[src/rtl/uart_rx.sv]
// UART receiver: start bit, 8 data bits MSB-first, even parity, one stop bit.
// Delivers bytes with a valid/ack handshake plus parity, framing and overrun status.
module uart_rx #(
    parameter int CLKS_PER_BIT = 16
) (
    input  logic       clk,
    input  logic       rst,
    input  logic       rx_in,
    input  logic       rx_ack,
    output logic [7:0] rx_data,
    output logic       rx_valid,
    output logic       parity_err,
    output logic       frame_err,
    output logic       overrun,
    output logic       busy
);

    localparam int CW = $clog2(CLKS_PER_BIT);
    localparam int HALF = CLKS_PER_BIT / 2;
    localparam logic [CW-1:0] HALF_LAST = CW'(HALF - 1);
    localparam logic [CW-1:0] BIT_LAST  = CW'(CLKS_PER_BIT - 1);
    localparam logic [CW-1:0] CNT_ONE   = CW'(1);

    typedef enum logic [2:0] {
        IDLE      = 3'd0,
        START     = 3'd1,
        DATA      = 3'd2,
        PARITY    = 3'd3,
        STOP      = 3'd4,
        WAIT_HIGH = 3'd5
    } state_t;

    function automatic logic even_parity(input logic [7:0] d);
        return ^d;
    endfunction

    logic [1:0]    sync_r;
    logic          rx_s;
    state_t        state_r, state_next_s;
    logic [CW-1:0] cnt_r, cnt_next_s;
    logic [3:0]    bit_r, bit_next_s;
    logic [7:0]    shift_r, shift_next_s;
    logic          par_bad_r, par_bad_next_s;
    logic          load_s, stop_s, busy_next_s;
    logic [7:0]    rx_data_r;
    logic          rx_valid_r, parity_err_r, frame_err_r, overrun_r, busy_r;

    assign rx_s = sync_r[1];

    // Two-flop synchroniser for the asynchronous serial line (idles high)
    always_ff @(posedge clk or negedge rst) begin
        if (!rst) begin
            sync_r <= 2'b11;
        end else begin
            sync_r <= {sync_r[0], rx_in};
        end
    end

    // Frame sequencing: next state, bit-timing counters, shift register
    always_comb begin
        state_next_s   = state_r;
        cnt_next_s     = cnt_r + CNT_ONE;
        bit_next_s     = bit_r;
        shift_next_s   = shift_r;
        par_bad_next_s = par_bad_r;
        load_s         = 1'b0;
        stop_s         = 1'b1;
        case (state_r)
            IDLE: begin
                cnt_next_s = {CW{1'b0}};
                bit_next_s = 4'd0;
                if (!rx_s) begin
                    state_next_s = START;
                end else begin
                    state_next_s = IDLE;
                end
            end
            START: begin
                if (cnt_r == HALF_LAST) begin
                    cnt_next_s = {CW{1'b0}};
                    // A line already back high at mid start bit is a glitch
                    if (!rx_s) begin
                        state_next_s = DATA;
                    end else begin
                        state_next_s = IDLE;
                    end
                end else begin
                    state_next_s = START;
                end
            end
            DATA: begin
                if (cnt_r == BIT_LAST) begin
                    cnt_next_s   = {CW{1'b0}};
                    shift_next_s = {shift_r[6:0], rx_s};
                    if (bit_r == 4'd7) begin
                        bit_next_s   = 4'd0;
                        state_next_s = PARITY;
                    end else begin
                        bit_next_s = bit_r + 4'd1;
                    end
                end else begin
                    state_next_s = DATA;
                end
            end
            PARITY: begin
                if (cnt_r == BIT_LAST) begin
                    cnt_next_s     = {CW{1'b0}};
                    par_bad_next_s = even_parity(shift_r) ^ rx_s;
                    state_next_s   = STOP;
                end else begin
                    state_next_s = PARITY;
                end
            end
            STOP: begin
                if (cnt_r == BIT_LAST) begin
                    cnt_next_s = {CW{1'b0}};
                    load_s     = 1'b1;
                    stop_s     = rx_s;
                    // A low stop bit may be a break; wait for idle before hunting
                    if (rx_s) begin
                        state_next_s = IDLE;
                    end else begin
                        state_next_s = WAIT_HIGH;
                    end
                end else begin
                    state_next_s = STOP;
                end
            end
            WAIT_HIGH: begin
                cnt_next_s = {CW{1'b0}};
                if (rx_s) begin
                    state_next_s = IDLE;
                end else begin
                    state_next_s = WAIT_HIGH;
                end
            end
            default: begin
                cnt_next_s   = {CW{1'b0}};
                state_next_s = IDLE;
            end
        endcase
        busy_next_s = (state_next_s == START) || (state_next_s == DATA) ||
                      (state_next_s == PARITY) || (state_next_s == STOP);
    end

    // State and datapath registers
    always_ff @(posedge clk or negedge rst) begin
        if (!rst) begin
            state_r   <= IDLE;
            cnt_r     <= {CW{1'b0}};
            bit_r     <= 4'd0;
            shift_r   <= 8'h00;
            par_bad_r <= 1'b0;
        end else begin
            state_r   <= state_next_s;
            cnt_r     <= cnt_next_s;
            bit_r     <= bit_next_s;
            shift_r   <= shift_next_s;
            par_bad_r <= par_bad_next_s;
        end
    end

    // Consumer-facing byte, status flags and handshake
    always_ff @(posedge clk or negedge rst) begin
        if (!rst) begin
            rx_data_r    <= 8'h00;
            rx_valid_r   <= 1'b0;
            parity_err_r <= 1'b0;
            frame_err_r  <= 1'b0;
            overrun_r    <= 1'b0;
            busy_r       <= 1'b0;
        end else begin
            busy_r <= busy_next_s;
            if (load_s) begin
                rx_data_r    <= shift_r;
                parity_err_r <= par_bad_r;
                frame_err_r  <= ~stop_s;
                rx_valid_r   <= 1'b1;
                overrun_r    <= rx_valid_r & ~rx_ack;
            end else if (rx_valid_r && rx_ack) begin
                rx_valid_r <= 1'b0;
                overrun_r  <= 1'b0;
            end else begin
                rx_valid_r <= rx_valid_r;
                overrun_r  <= overrun_r;
            end
        end
    end

    assign rx_data    = rx_data_r;
    assign rx_valid   = rx_valid_r;
    assign parity_err = parity_err_r;
    assign frame_err  = frame_err_r;
    assign overrun    = overrun_r;
    assign busy       = busy_r;

endmodule
[config.mk]
export PLATFORM = sky130hd
export DESIGN_NAME = uart_rx
export DESIGN_NICKNAME = d
export VERILOG_FILES = /design/src/rtl/uart_rx.sv
export SDC_FILE = /design/constraint.sdc
export NUM_CORES = 1
export LEC_CHECK = 0
export ABC_AREA = 1
export CAP_MARGIN = 40
export CORE_MARGIN = 2
export CORE_UTILIZATION = 41
export CTS_CLUSTER_SIZE = 20
export DETAILED_ROUTE_END_ITERATION = 16
export SLEW_MARGIN = 5
export SYNTH_ARGS = -nofsm -noshare
export SYNTH_HDL_FRONTEND = slang
export SYNTH_SLANG_ARGS = --single-unit
[constraint.sdc]
create_clock -name clk -period 2 [get_ports clk]
set_input_delay 0.3 -clock clk [delete_from_list [all_inputs] [get_ports clk]]
set_output_delay 0.3 -clock clk [all_outputs]
set_load 0.02 [all_outputs]
; ---- Yosys cells after proc, flatten, opt, wreduce, memory -nomap -nowiden
; Cells that the tools add are included.
; W data, S select, Z words.
[classes]
add_sub_neg = 2
n_eq_ne = 13
muxes = 22
n_reduce_logical = 12
bitwise = 4
[op_table]
columns = op, count
row1 = $mux W3, 6
row2 = $pmux W3 S6, 1
row3 = $mux W4, 4
row4 = $pmux W4 S2, 2
row5 = $eq A3 B2 Y1 const B, 4
row6 = $eq A3 B3 Y1 const B, 3
row7 = $add A4 B1 Y4 const B, 2
row8 = $eq A4 B3 Y1 const B, 2
row9 = $mux W1, 8
row10 = $reduce_xor A8 Y1, 1
row11 = $eq A3 B1 Y1 const B, 2
row12 = $reduce_and A2 Y1, 3
row13 = $eq A4 B4 Y1 const B, 1
row14 = $reduce_bool A2 Y1, 2
row15 = $logic_not A3 Y1, 1
row16 = $logic_or A1 B1 Y1, 3
row17 = $reduce_or A3 Y1, 1
row18 = $mux W2, 1
row19 = $ne A2 B2 Y1 const B, 1
row20 = $not A1 Y1, 2
row21 = $and A1 B1 Y1, 1
row22 = $logic_and A1 B1 Y1, 1
row23 = $xor A1 B1 Y1, 1
[word_totals]
register_bits = 35
word_cells = 65
input_bits = 4
out_inout_bits = 13

; ---- Longest topological paths before layout
; Gate-level depths: netlist (run 1).
[logic_depth]
word_depth = 8
ltp_mapped = 10

; ---- Worst setup path after synthesis (run 1)
; OpenSTA, ideal clock, no wires.
[synth_timing]
path_type = register to register
startpoint = register cnt_r[0]
endpoint = register busy_r (netlist: busy)
period_less_slack_ns = 1.345
path_slack_ns = 0.655
setup_ns = 0.116
path_stages_with_launch = 10
arrival_ns = 1.229
cell_sequence = dfrtp_1 > ha_1 > nand3_4 > inv_2 > nand3_1 > nand2_2 > inv_2 > nand3_2 > nor2_1 > nor2_2
[synth_via]
elab_chain_cells = 7
elab_cells_between_ends = 14
cone_classes = eq/ne: 6 / mux: 5 / reduce/logical: 3
[synth_rtl]
columns = item, line
row1 = "start, declared", 40  ; logic [CW-1:0] cnt_r, cnt_next_s;
row2 = "start signal, assigned", 150  ; cnt_r <= {CW{1'b0}};
row3 = "start signal, assigned", 156  ; cnt_r <= cnt_next_s;
row4 = $eq A4 B4 Y1 or $eq A4 B3 Y1 (tied branches), -
row5 = "$mux W3, on equally long branches", -
row6 = $pmux W3 S6 (*), 68  ; case (state_r)
row7 = $eq A3 B1 Y1 or $eq A3 B2 Y1 (tied branches), 142  ; busy_next_s = (state_next_s == START) || (state_next_s == DATA) ||
row8 = $logic_or A1 B1 Y1 (2 in series), 142
row9 = $logic_or A1 B1 Y1 (*), 143  ; (state_next_s == PARITY) || (state_next_s == STOP);
row10 = via busy_next_s, 44  ; logic load_s, stop_s, busy_next_s;
row11 = "end signal, assigned", 173  ; busy_r <= busy_next_s;
row12 = "end, declared", 46  ; logic rx_valid_r, parity_err_r, frame_err_r, overrun_r, busy_r;
; Mark *: on every way through the listed nets, which the timed path passes. The rest lies on a longest branch.
; A chain may end at the register's enable or synchronous reset.

; ---- Worst setup path after layout (run 1)
[layout_timing]
startpoint = register rx_valid_r (netlist: rx_valid)
endpoint = output rx_valid
[layout_lines]
columns = item, line
row1 = "start, declared", 46
row2 = "start signal, assigned", 184  ; rx_valid_r <= rx_valid_r;
row3 = "end, declared", 11  ; output logic rx_valid,
; No word-level cell between the ends.

==> results.md, run 1 <==
- Die W: 69.32 µm
- R2r startpoint: cnt_r[0]$_DFF_PN0_
- Antenna Nets Post-Route: 0
- Post-CTS sizing: 0
- Worst path top cell family by delay: buffers and inverters
- Top-area cell type share of the netlist area: 0.4721
- TritonRoute pass-1 iters: 4
- Count leader, synth: nand2_1
- Total Routing Usage GR: 0.1453
- Leakage: roughly 1.1 nW
- Initial antenna violation count: 0
- H-tree lvl count: 2
- Routed WL: ~3 mm
- Largest cells by area after synthesis: dfrtp_1, nand2_1, inv_1
- Seq/Total Area, Yosys: 0.5021
- RSZ-0062 raised after global routing: false
- CP startpoint kind: register
- Worst Hold Depth: 0
- Post-synth net total: approximately 220
- Largest net degree at the start of global routing: 36
- CP max FO: 3
- Final core utilization: 0.5069
- Setup CP Type: register to output port
- # fillers: 396
- Worst slew pin tran: between 0.4 and 0.5 ns
- Critical path arrival: approximately 1.3 ns
- Non-filler cells, final: around 280
- Synth Flop Type: dfrtp_1
- Synth cell count leaders: nand2_1, dfrtp_1, inv_1, nor2_1, nand3_1
- Max cap viols: 0
- Hold_sp: sync_r[0]$_DFF_PN1_
- Seq cells post-synth: 35
- Relative slew margins: 0.7017
- Fin crit period: between 1.5 and 2 ns
- Worst-path clk slew: roughly 0.070 ns
- CP endpoint kind: output port
- Post-CTS Setup Bufs: 0
- Max-slew violations: 0
- Status: finished, final reports clean
- Slowest cell on crit path: clkdlybuf4s50_1
- CTS tree: yes
- Die Ht: about 69 µm
- Area Growth Syn to Fin: 17.60%
- Std-Cell Rows: 23
- Detailed Route Iter0 Violations: 89
- Clock Skews: slightly below 0.005 ns
- DP Wirelength: approximately 2.1 mm
- Final setup vio count: 0
- Total number of vias: 1324
- Worst-Skew Late Latency: between 0.2 and 0.3 ns
- Grt ovf: 0
- Fin crit share: 0.7833
- Core area: ~4100 µm²
- Worst flop-to-flop path endpoint: bit_r[2]$_DFFE_PN0P_
- Synth async-reset ratio: 1.000
- Syn avg cell area: around 8.4 µm²
- Final net count: 237
- IO Count: 17
- P per Cell Area: 868.4 nW/µm²
- Hold Path Class: register to register
- Syn Inst Count: around 210
- # clock sinks: 35
- R2r worst-path depth: 7
- Flop2flop setup slack: about 0.50 ns
- Routed vias/inst: 4.695
- Die area: roughly 4800 µm²
- Required time of the critical path: ~1.7 ns
- Share of cells above drive strength 1: 0.1552
- Bufs and invs on worst path: 1
- Hold Violations, Final: 0
- First-pass GRT wire length: 5.609 mm
- Synthesized cell area: 1749 µm²
- Worst path max stage delay: roughly 0.61 ns
- Antenna Cells: 0
- Clock Tree Buf Depth: 2
- Initial core utilization: 0.4311
- Cell variety after synth: 26
- Total number of yosys warnings: 0
- Hold buffers post-CTS: 0
- Cell Count Post-Placement: between 200 and 300
- Clk root buf: clkbuf_8
- Global placer's final weighted congestion: 0.7833
- Port Buf Inserts: 16
- Peak supply drop: about 0.57 mV
- Hold Path Sink: sync_r[1]$_DFF_PN1_
- WL/cell: roughly 11 µm
- Fmax: roughly 0.64 GHz
- EDFF count, synth: 0
- DRC: 0
- Dominant cell type by area after synthesis: dfrtp_1
- Number of CTS-inserted buffers: 5
- Vias in the first global route: between 1k and 1.5k
- Final TNS setup: 0 ns
- Worst-path cell chain: clkdlybuf4s50_1
-- cell families (layout without fill, tap and decap cells) --
| kind of cell | after synthesis | after routing | share of synthesized area |
|---|---|---|---|
| flip-flops | 35 | 35 | 0.5021 |
| adder cells (fa/ha/maj) | 2 | 2 | 0.01430 |
| AND/OR/NAND/NOR | 118 | 118 | 0.3147 |
| buffers and inverters | 26 | 49 | 0.06581 |
| AO/OA/AOI/OAI | 26 | 26 | 0.09300 |
| XOR/XNOR | 2 | 2 | 0.01002 |
-- report_power, final --
part           switching [W]  internal (W)
registers          0.0000683      0.000772
clock network       0.000248      0.000314
logic               0.000236      0.000147
total               0.000553       0.00123
-- sequential cells by signal, indices dropped and copies added (netlist names) --
register and flops:
overrun 1, shift_r 8, bit_r 4, cnt_r 4, sync_r 2, rx_valid 1
busy 1, parity_err 1, frame_err 1, rx_data 8, par_bad_r 1, state_r 3
-- placed cells by master, fill, tap and decap left out, types with 3 or more instances in the layout --
master           Yosys  routed
nand2_2              3       3
a21oi_1              6       6
clkdlybuf4s50_1      0      16
nand3_1             11      11
inv_2                4       4
nor2_2               3       3
nand2_4              3       3
nand2_1             79      79
inv_1               19      19
dfrtp_1             33      33
nor2_1              12      12
clkbuf_8             0       7
o21ai_1             10      10
o21ai_2              7       7
-- worst max path at each step --
stage	slack, ns	cells after the start	start	end
finish	0.43	1	rx_valid$_DFFE_PN0P_	rx_valid
global route	0.38	7	cnt_r[0]$_DFF_PN0_	bit_r[2]$_DFFE_PN0P_
CTS	0.42	1	rx_valid$_DFFE_PN0P_	rx_valid
detailed placement	0.50	7	cnt_r[0]$_DFF_PN0_	bit_r[2]$_DFFE_PN0P_
global placement	0.54	7	cnt_r[0]$_DFF_PN0_	bit_r[2]$_DFFE_PN0P_
floorplan	0.66	9	cnt_r[0]$_DFF_PN0_	busy$_DFF_PN0_
-- area by class of cell --
class | count | area [µm²] | share of cell area
Sequential cell | 35 | 878.3 | 0.4270
Multi-Input combinational cell | 148 | 755.7 | 0.3674
Timing Repair Buffer | 17 | 167.7 | 0.08151
Clock buffer | 8 | 100.1 | 0.04866
Inverter | 24 | 92.59 | 0.04501
Tap cell | 50 | 62.56 | 0.03041
-- per-stage QoR --
stage / total power, W / hold WS, ns / area [µm²] / setup slack, ns
after floorplan: 0.001140 / 0.004409 / 1749 / 0.6551
after global placement: 0.001241 / 0.3459 / 1957 / 0.5430
after detailed placement: 0.001243 / 0.3491 / 1957 / 0.4959
after CTS: 0.001819 / 0.3592 / 2057 / 0.4168
after global routing: 0.001916 / 0.3649 / 2057 / 0.3764
final: 0.001786 / 0.3564 / 2057 / 0.4334
-- routing by layer --
layer | global-route usage | vias up | share of wire
met5 | 0 | - | 0
met4 | 0.08497 | 0 | 0.022
met3 | 0.03198 | 5 | 0.028
met2 | 0.2308 | 17 | 0.47
met1 | 0.1814 | 597 | 0.48
li1 | - | 705 | -
Power figures use the tool's default switching activity.
==> run 2: changes to the inputs <==
- clock period: 2 -> 1.3 ns (I/O delays scaled with it)
==> run 2 against run 1 <==
Compared with the run above: the flow now finishes with violations (setup timing); largest cell class unchanged; sequential share of layout area is 2.9 points lower; critical path type is now register to register; routed wire length increased by 9.8%; combinational power grew 100%.
==> results.md, run 2 (same netlist as run 1, synthesis figures left out) <==
- Setup ws final: -0.1039 ns (was 0.4334 ns)
- Worst flop-to-flop path endpoint: busy$_DFF_PN0_ (was bit_r[2]$_DFFE_PN0P_)
- CTS tree: yes (unchanged)
- Antenna Nets Post-Route: 0 (unchanged)
- Max cap viols: 0 (unchanged)
- Grt ovf: 0 (unchanged)
- WL/cell: 11.02 µm (was 10.61 µm)
- Die Ht: 69.32 µm (unchanged)
- Max-slew violations: 0 (unchanged)
- Initial core utilization: 0.4311 (unchanged)
- P per Cell Area: 1276 nW/µm² (was 868.4 nW/µm²)
- Area Growth Syn to Fin: 26.39% (was 17.60%)
- Final net count: 253 (was 237)
- Leakage: 1.197 nW (was 1.060 nW)
- Pre-CTS WS: -0.06517 ns (was 0.4959 ns)
- DRC: 0 (unchanged)
- First-pass GRT wire length: 5.844 mm (was 5.609 mm)
- Required time of the critical path: 1.52 ns (was 1.70 ns)
- Port Buf Inserts: 16 (unchanged)
- CP startpoint kind: register (unchanged)
- Hold Violations, Final: 0 (unchanged)
- Critical path arrival: 1.63 ns (was 1.27 ns)
- Status: finished, violations left (was finished, final reports clean)
- Detailed Route Iter0 Violations: 77 (was 89)
- TritonRoute pass-1 iters: 4 (unchanged)
- Peak supply drop: 0.7720 mV (was 0.5653 mV)
- Violated checks: setup timing
- Final Total Pwr: 0.002821 W (was 0.001786 W)
- Clock Skews: 0.003940 ns (was 0.004974 ns)
- Die W: 69.32 µm (unchanged)
- H-tree lvl count: 2 (unchanged)
- Final setup vio count: 12 (was 0)
- Antenna Cells: 0 (unchanged)
- Std-Cell Rows: 23 (unchanged)
- Fmax: between 0.7 and 0.8 GHz
- Final instance area: 2211 µm² (was 2057 µm²)
- CP Capture Point: busy$_DFF_PN0_ (was rx_valid)
- Setup CP Type: register to register (was register to output port)
- Worst slew pin tran: 0.3536 ns (was 0.4474 ns)
- R2r worst-path depth: 7 (unchanged)
- Routed WL: 3.284 mm (was 2.992 mm)
- Routed vias/inst: 4.648 (was 4.695)
- Total number of vias: 1385 (was 1324)
- CP endpoint kind: register (was output port)
- Worst-Skew Late Latency: 0.29 ns (was 0.28 ns)
- Number of CTS-inserted buffers: 5 (unchanged)
- Vias in the first global route: 1379 (was 1292)
- Hold Path Class: primary input to async pin (was register to register)
- Total Routing Usage GR: 0.1533 (was 0.1453)
- RSZ-0062 raised after global routing: true (was false)
- Clock Tree Buf Depth: 2 (unchanged)
- Critical path launch point: cnt_r[1]$_DFF_PN0_ (was rx_valid$_DFFE_PN0P_)
- Final core utilization: 0.5449 (was 0.5069)
- Most frequent cells in the layout: nand2_1, dfrtp_1, inv_1, buf_4, dlygate4sd2_1 (was nand2_1, dfrtp_1, inv_1, clkdlybuf4s50_1, nor2_1)
- CP max FO: 5 (was 3)
- Worst-path clk slew: 0.07 ns (about the same)
- # clock sinks: 35 (unchanged)
- Die area: 4805 µm² (unchanged)
- IO Count: 17 (unchanged)
- DP Wirelength: 2.344 mm (was 2.133 mm)
- Hold buffers post-CTS: 0 (unchanged)
- Relative slew margins: 0.7635 (was 0.7017)
- Core area: 4058 µm² (unchanged)
- Final TNS setup: -0.1839 ns (was 0 ns)
- DP Area: 2054 µm² (was 1957 µm²)
- Largest net degree at the start of global routing: 20 (was 36)
- Global placer's final weighted congestion: 0.8997 (was 0.7833)
- Fin crit period: approximately 1.4 ns
- Most common library cell in the layout ignoring fill and taps: nand2_1 (unchanged)
- Share of cells above drive strength 1: 0.2702 (was 0.1552)
- Initial antenna violation count: 0 (unchanged)
- Fin crit share: 1.080
- R2r startpoint: cnt_r[1]$_DFF_PN0_ (was cnt_r[0]$_DFF_PN0_)
- Flop2flop setup slack: -0.10 ns (was 0.50 ns)
- Clk root buf: clkbuf_8 (unchanged)
## run 2: changes by cell type in the layout (fill, tap and decap cells not counted), moves of 2 or more
cell,before,now
nand2_2,3,6
inv_1,19,14
buf_4,1,14
nand2_1,79,76
dlygate4sd2_1,0,13
buf_6,0,2
nor2_1,12,8
clkbuf_8,7,5
clkbuf_1,1,3
clkdlybuf4s50_1,16,3
a21oi_2,0,3
a21oi_1,6,3
nor2_2,3,6
inv_2,4,9
## run 2: routing by layer
metal / vias up / global-route usage / share of wire
met1: 629 / 0.1674 / 0.44
li1: 731 / - / -
met4: 0 / 0.06318 / 0.015
met3: 6 / 0.05959 / 0.040
met5: - / 0 / 0
met2: 19 / 0.2650 / 0.50
## run 2: worst min-delay path by stage
stage	startpoint	to	slack (ns)	cells past startpoint
CTS	rst	rx_data[2]$_DFFE_PN0P_	0.18	1
global route	rst	rx_data[2]$_DFFE_PN0P_	0.19	1
detailed placement	sync_r[0]$_DFF_PN1_	sync_r[1]$_DFF_PN1_	0.36	0
finish	rst	rx_data[1]$_DFFE_PN0P_	0.18	1
global placement	sync_r[0]$_DFF_PN1_	sync_r[1]$_DFF_PN1_	0.36	0
floorplan	rst	bit_r[0]$_DFFE_PN0P_	-0.10	0
## run 2: report_power, final
part,switching [W],internal (W)
Sequential,0.000105,0.00119
Combinational,0.000437,0.000332
Clock,0.000376,0.000380
Total,0.000918,0.00190
## run 2: area by class of cell
cell class | instances | area (µm²)
Clock buffer | 8 | 80.08
Inverter | 24 | 95.09
Sequential cell | 35 | 879.6
Tap cell | 50 | 62.56
Multi-Input combinational cell | 148 | 802.0
Fill cell | 367 | 1847
Timing Repair Buffer | 33 | 291.5
## run 2: metrics by stage
stage / hold slack (ns) / instances
floorplan: -0.1006 / 209
detailed placement: 0.3589 / 285
CTS: 0.1791 / 295
global placement: 0.3606 / 285
finish: 0.1762 / 298
global route: 0.1862 / 298
## run 2: timing repair
action,4_1_cts,5_1_grt
buffers inserted,2,3
pin swaps,2,7
endpoints found under the hold margin,0,0
endpoints found under the setup margin,24,28
gates resized for setup,18,16
## run 2: worst max-delay path: stages (launching register included)
cell,delay (ns)
dfrtp_1,0.41
ha_4,0.19
nand3_4,0.15
buf_6,0.12
nor2_2,0.03
o211ai_1,0.30
nor2_2,0.08
nor2_2,0.08
